$ cat src/rtl/fifo_read_arbiter_if.sv
// Read-side pop bus shared between the FIFO read arbiter and its requesters.
// The master modport belongs to the arbiter, the slave modport to the consumer/FIFO side.
interface fifo_read_arbiter_if #(
  parameter int NREQ = 4
);
  logic [NREQ-1:0] req;
  logic            rempty;
  logic            ralmost_empty;
  logic            rinc;
  logic [NREQ-1:0] grant;
  logic [NREQ-1:0] rvalid;
  logic            busy;

  modport master (
    input  req, rempty, ralmost_empty,
    output rinc, grant, rvalid, busy
  );

  modport slave (
    output req, rempty, ralmost_empty,
    input  rinc, grant, rvalid, busy
  );
endinterface

$ cat src/rtl/fifo_read_arbiter.sv
// Burst-based round-robin arbiter sharing one FIFO pop port among NREQ requesters.
// Define FIFO_RD_ARB_PRIORITY_EN to replace round-robin with fixed lowest-index priority.
module fifo_read_arbiter #(
   parameter int NREQ      = 4,
   parameter int BURST_MAX = 4
) (
   input  logic                clk,
   input  logic                rst,
   fifo_read_arbiter_if.master bus
);

   localparam int IDXW = (NREQ > 1) ? $clog2(NREQ) : 1;
   localparam int CNTW = $clog2(BURST_MAX + 1);
   localparam logic [CNTW-1:0] CNT_LAST = CNTW'(BURST_MAX - 1);

   typedef enum logic {
      IDLE  = 1'b0,
      BURST = 1'b1
   } state_t;

   state_t          state_q, state_d;
   logic [NREQ-1:0] grant_q, grant_d;
   logic [CNTW-1:0] cnt_q, cnt_d;
   logic [IDXW-1:0] winner;
   logic            pop;

`ifdef FIFO_RD_ARB_PRIORITY_EN
   function automatic logic [IDXW-1:0] pick(input logic [NREQ-1:0] r);
      logic [IDXW-1:0] idx;
      idx = '0;
      for (int i = NREQ - 1; i >= 0; i--) begin
         if (r[i]) idx = IDXW'(i);
      end
      return idx;
   endfunction

   assign winner = pick(bus.req);
`else
   logic [IDXW-1:0] last_q, last_d;

   // Scan last+NREQ down to last+1 so the earliest position in round-robin order wins.
   function automatic logic [IDXW-1:0] pick(input logic [NREQ-1:0] r,
                                            input logic [IDXW-1:0] l);
      logic [IDXW-1:0] idx;
      logic [IDXW-1:0] j;
      idx = '0;
      for (int k = NREQ; k >= 1; k--) begin
         j = IDXW'((int'(l) + k) % NREQ);
         if (r[j]) idx = j;
      end
      return idx;
   endfunction

   function automatic logic [IDXW-1:0] onehot_to_idx(input logic [NREQ-1:0] oh);
      logic [IDXW-1:0] idx;
      idx = '0;
      for (int i = 0; i < NREQ; i++) begin
         if (oh[i]) idx = IDXW'(i);
      end
      return idx;
   endfunction

   assign winner = pick(bus.req, last_q);
`endif

   // Pops are gated by rempty even while the grant is still registered high.
   assign pop = (|(grant_q & bus.req)) & ~bus.rempty;

   assign bus.rinc   = pop;
   assign bus.grant  = grant_q;
   assign bus.rvalid = grant_q & {NREQ{pop}};
   assign bus.busy   = (state_q == BURST);

   // NOTE: every next-state variable gets a default first so no path infers a latch.
   always_comb begin
      state_d = state_q;
      grant_d = grant_q;
      cnt_d   = cnt_q;
`ifndef FIFO_RD_ARB_PRIORITY_EN
      last_d  = last_q;
`endif
      case (state_q)
         IDLE: begin
            grant_d = '0;
            cnt_d   = '0;
            if (|bus.req && !bus.rempty) begin
               grant_d[winner] = 1'b1;
               state_d         = BURST;
            end
         end
         BURST: begin
            // No pop means the owner dropped req or the FIFO is empty: leave either way.
            if (!pop || cnt_q == CNT_LAST || bus.ralmost_empty) begin
               state_d = IDLE;
               grant_d = '0;
               cnt_d   = '0;
`ifndef FIFO_RD_ARB_PRIORITY_EN
               last_d  = onehot_to_idx(grant_q);
`endif
            end else begin
               cnt_d = cnt_q + CNTW'(1);
            end
         end
         default: begin
            state_d = IDLE;
            grant_d = '0;
            cnt_d   = '0;
         end
      endcase
   end

   // NOTE: registers update with non-blocking assignments so all state moves on the same edge.
   always_ff @(posedge clk) begin
      if (rst) begin
         state_q <= IDLE;
         grant_q <= '0;
         cnt_q   <= '0;
`ifndef FIFO_RD_ARB_PRIORITY_EN
         last_q  <= IDXW'(NREQ - 1);
`endif
      end else begin
         state_q <= state_d;
         grant_q <= grant_d;
         cnt_q   <= cnt_d;
`ifndef FIFO_RD_ARB_PRIORITY_EN
         last_q  <= last_d;
`endif
      end
   end

endmodule
$ cat src/flat_wrapper.sv
// flat-port wrapper written by rule: the top's interface ports become plain ports
module fifo_read_arbiter_flat 
#(
   parameter int NREQ      = 4,
   parameter int BURST_MAX = 4
)
  (clk, rst, bus_req, bus_rempty, bus_ralmost_empty, bus_rinc, bus_grant, bus_rvalid, bus_busy);
  fifo_read_arbiter_if #(.NREQ(NREQ)) bus_i ();
  input  logic clk;
  input  logic rst;
  input wire logic [$bits(bus_i.req)-1:0] bus_req;
  input wire logic [$bits(bus_i.rempty)-1:0] bus_rempty;
  input wire logic [$bits(bus_i.ralmost_empty)-1:0] bus_ralmost_empty;
  output wire logic [$bits(bus_i.rinc)-1:0] bus_rinc;
  output wire logic [$bits(bus_i.grant)-1:0] bus_grant;
  output wire logic [$bits(bus_i.rvalid)-1:0] bus_rvalid;
  output wire logic [$bits(bus_i.busy)-1:0] bus_busy;
  assign bus_i.req = bus_req;
  assign bus_i.rempty = bus_rempty;
  assign bus_i.ralmost_empty = bus_ralmost_empty;
  assign bus_rinc = bus_i.rinc;
  assign bus_grant = bus_i.grant;
  assign bus_rvalid = bus_i.rvalid;
  assign bus_busy = bus_i.busy;
  fifo_read_arbiter #(.NREQ(NREQ), .BURST_MAX(BURST_MAX)) u_core (.clk(clk), .rst(rst), .bus(bus_i));
endmodule
$ cat config.mk
export PLATFORM = sky130hd
export DESIGN_NAME = fifo_read_arbiter_flat
export DESIGN_NICKNAME = d
export VERILOG_FILES = /design/src/rtl/fifo_read_arbiter_if.sv /design/src/rtl/fifo_read_arbiter.sv /design/src/flat_wrapper.sv
export SDC_FILE = /design/constraint.sdc
export NUM_CORES = 1
export LEC_CHECK = 0
export CAP_MARGIN = 5
export CELL_PAD_IN_SITES_DETAIL_PLACEMENT = 1
export CELL_PAD_IN_SITES_GLOBAL_PLACEMENT = 1
export CORE_MARGIN = 1.5
export CORE_UTILIZATION = 37
export CTS_BUF_LIST = sky130_fd_sc_hd__clkbuf_2 sky130_fd_sc_hd__clkbuf_4 sky130_fd_sc_hd__clkbuf_8
export DETAILED_ROUTE_END_ITERATION = 10
export PLACE_DENSITY_LB_ADDON = 0.1
export RECOVER_POWER = 100
export SETUP_SLACK_MARGIN = 0.05
export SYNTH_ARGS = -nofsm -noshare
export SYNTH_HDL_FRONTEND = slang
export SYNTH_SLANG_ARGS = --single-unit
export TNS_END_PERCENT = 10
$ cat constraint.sdc
create_clock -name clk -period 5.5 [get_ports clk]
set_input_delay 1.65 -clock clk [delete_from_list [all_inputs] [get_ports clk]]
set_output_delay 1.65 -clock clk [all_outputs]
set_load 0.02 [all_outputs]
==> impl_metrics.ini <==
[run_status]
outcome = complete, no violations

[yosys]
synthesis.nets = 74
seq_area_frac_synth_pct = 34.71
synthTopCellsByArea = dfxtp_1 (35%), mux2i_1 (5.2%), a221oi_4 (4.6%)
synth_flop_cell = dfxtp_1
synth_warnings = 0
synth_async_sr_flop_share_pct = 0
ys_types = 28
synthCells = 64
yosysTopAreaCell = dfxtp_1
yosys.area.top_type_share_pct = 34.71
netlist_area_um2 = 576.8
ys_ff_latch = 10
synth_edf_count = 0
syn-mean-instance-area_um2 = 9.013

[critical_path]
startpoint_type = input port
cp_num_cells = 6
critical_path_arrival_ps = 3600
ff2ff_setup_slack_ps = 3770
crit_end = bus_rvalid[0]
crit_path_max_incr_delay_ps = 640
crit_start = bus_req[0]
cp_num_buf_inv = 2
reg2reg_from = u_core.cnt_q[0]$_SDFF_PP0_
slowest_stage = dlygate4sd3_1
cp_cell_sequence = dlygate4sd3_1, a22o_1, a221oi_4, nor2_1, and2_1, clkdlybuf4s50_1
critPathMaxFanout = 8
endpoint_kind = output port
r2r_cells = 4
reg2reg_to = u_core.last_q[0]$_SDFFE_PP1P_
required_ps = 3850
crit_type = input port to output port
cp_top_family = buffers and inverters

[cts]
cts.sinks = 10
worstSkewPairLatency_ps = 260
cts_buffer_depth = 2
cts_setup_buffers = 0
clk_pin_slew_ps = 70
root_buffer = clkbuf_4
cts_tree = done
cts_buffers = 3
htreeDepth = 1
cts_resized = 0
postCtsHoldBufs = 0

[timing]
finClkSkew_ps = 6.701
holdWs_ps = 420.7
slew_violations = 0
max_slew_margin_pct = 50.71
layout_min_cycle_time_ps = 5246
worst_pin_slew_ps = 729.8
rsz0062_at_grt = no
finalWorstSetupSlack_ps = 253.5
fmax_mhz = 190.6
period_share_pct = 95.39
setup_tns_ps = 0
final_hold_viol_count = 0
setup_violations = 0

[layout]
fin_util_pct = 53.36
area_growth_pct = 37.74
drive_gt1_share_pct = 8.235
diodes = 0
fillCellCount = 188
nets = 96
final_cell_mix = dlygate4sd3_1 (10), dfxtp_1 (10), nor2_1 (7), clkdlybuf4s50_1 (7), nand2_1 (5)
fin_cells = 101
finalInstanceArea_um2 = 794.5

[placement]
place_ws_ps = 335.4
gp_congestion = 0.7253
dp_cells = 97
dpl.hpwl_mm = 1.248
post_dp_cell_area_um2 = 769.5
port_buffers = 17

[route]
drt-total-wl_mm = 1.561
vias_per_cell = 5.703
drc = 0
routedWlPerCell_um = 15.46
first_iter_violations = 5
firstDrtPassIters = 4
detail-route-antenna-nets = 0
vias = 576

[floorplanning]
num_rows = 14
dieWidth_um = 42.49
io_pins = 18
die-area_um2 = 1805
die_h_um = 42.49
coreArea_um2 = 1489
start_util_pct = 38.74

[grt]
grt_usage_pct = 18.81
grt-ovfl-total = 0
grt_first_pass_wirelength_mm = 2.615
first_global_vias = 577
antenna_found_initial = 0
grt_max_degree = 9

[pwr]
irDropWorstVdd_mv = 0.1275
power.total_mw = 0.1791
p_per_area_nw_per_um2 = 225.4
p_leak_nw = 0.3209

[worst_hold_path]
hp-class = register to register

[flow_run]
drv_cap = 0
-- power breakdown --
part / switching [mW] / internal (mW)
Sequential: 0.00480 / 0.0754
Clock: 0.0258 / 0.0401
Combinational: 0.0171 / 0.0159
Total: 0.0477 / 0.131
-- area by class of cell --
class | instances | area [µm²] | share of cell area (%)
inverters | 3 | 11.26 | 1.417
multi-input cells | 49 | 345.3 | 43.46
flip-flops and latches | 10 | 200.2 | 25.20
clock buffers | 4 | 36.28 | 4.567
well taps | 16 | 20.02 | 2.520
repair buffers | 19 | 181.4 | 22.83
-- worst min path at each step --
stage                                           from                    endpoint  depth (start not counted)
after floorplan           u_core.cnt_q[0]$_SDFF_PP0_  u_core.cnt_q[0]$_SDFF_PP0_                          1
after global placement    u_core.cnt_q[0]$_SDFF_PP0_  u_core.cnt_q[0]$_SDFF_PP0_                          1
after detailed placement  u_core.cnt_q[0]$_SDFF_PP0_  u_core.cnt_q[0]$_SDFF_PP0_                          1
after CTS                 u_core.cnt_q[0]$_SDFF_PP0_  u_core.cnt_q[0]$_SDFF_PP0_                          1
after global routing      u_core.cnt_q[0]$_SDFF_PP0_  u_core.cnt_q[0]$_SDFF_PP0_                          1
final                     u_core.cnt_q[0]$_SDFF_PP0_  u_core.cnt_q[0]$_SDFF_PP0_                          1
-- sequential cells by signal, summed over array words and instances (netlist names) --
name and flops:
u_core.last_q 2, u_core.bus.busy 1, u_core.bus.grant 4, u_core.cnt_q 3
-- worst register-to-register path, cell delays in order, from the launching register on --
cell     delay [ps]
dfxtp_1         310
ha_1            200
ha_1            200
o41ai_1         700
mux2i_1         250
-- Yosys cell counts (all sizes together), types with 2 or more instances --
master	n
nor2	7
and2	4
o21a	2
o2111ai	2
mux2i	3
nor3	3
dfxtp	10
o41ai	2
o21ai	2
nor2b	2
nand2b	2
buf	2
o2bb2ai	3
nand2	5
ha	2
inv	3
-- routing by layer --
| metal | GRT usage, % | vias up | wire length [µm] |
|---|---|---|---|
| met4 | 3.750 | 0 | 0 |
| met5 | 0 | - | 0 |
| met3 | 3.879 | 0 | 88 |
| li1 | - | 283 | - |
| met2 | 32.00 | 16 | 724 |
| met1 | 24.47 | 277 | 748 |
-- kinds of logic (layout without fill, tap and decap cells) --
| kind of cell | after synthesis | after routing | synth area share (%) |
|---|---|---|---|
| compound gates | 19 | 19 | 30.37 |
| fa+ha+maj | 2 | 2 | 4.338 |
| buf+inv | 5 | 26 | 4.121 |
| flops | 10 | 10 | 34.71 |
| mux | 3 | 3 | 5.206 |
| simple gates | 25 | 25 | 21.26 |
Power figures use the tool's default switching activity.
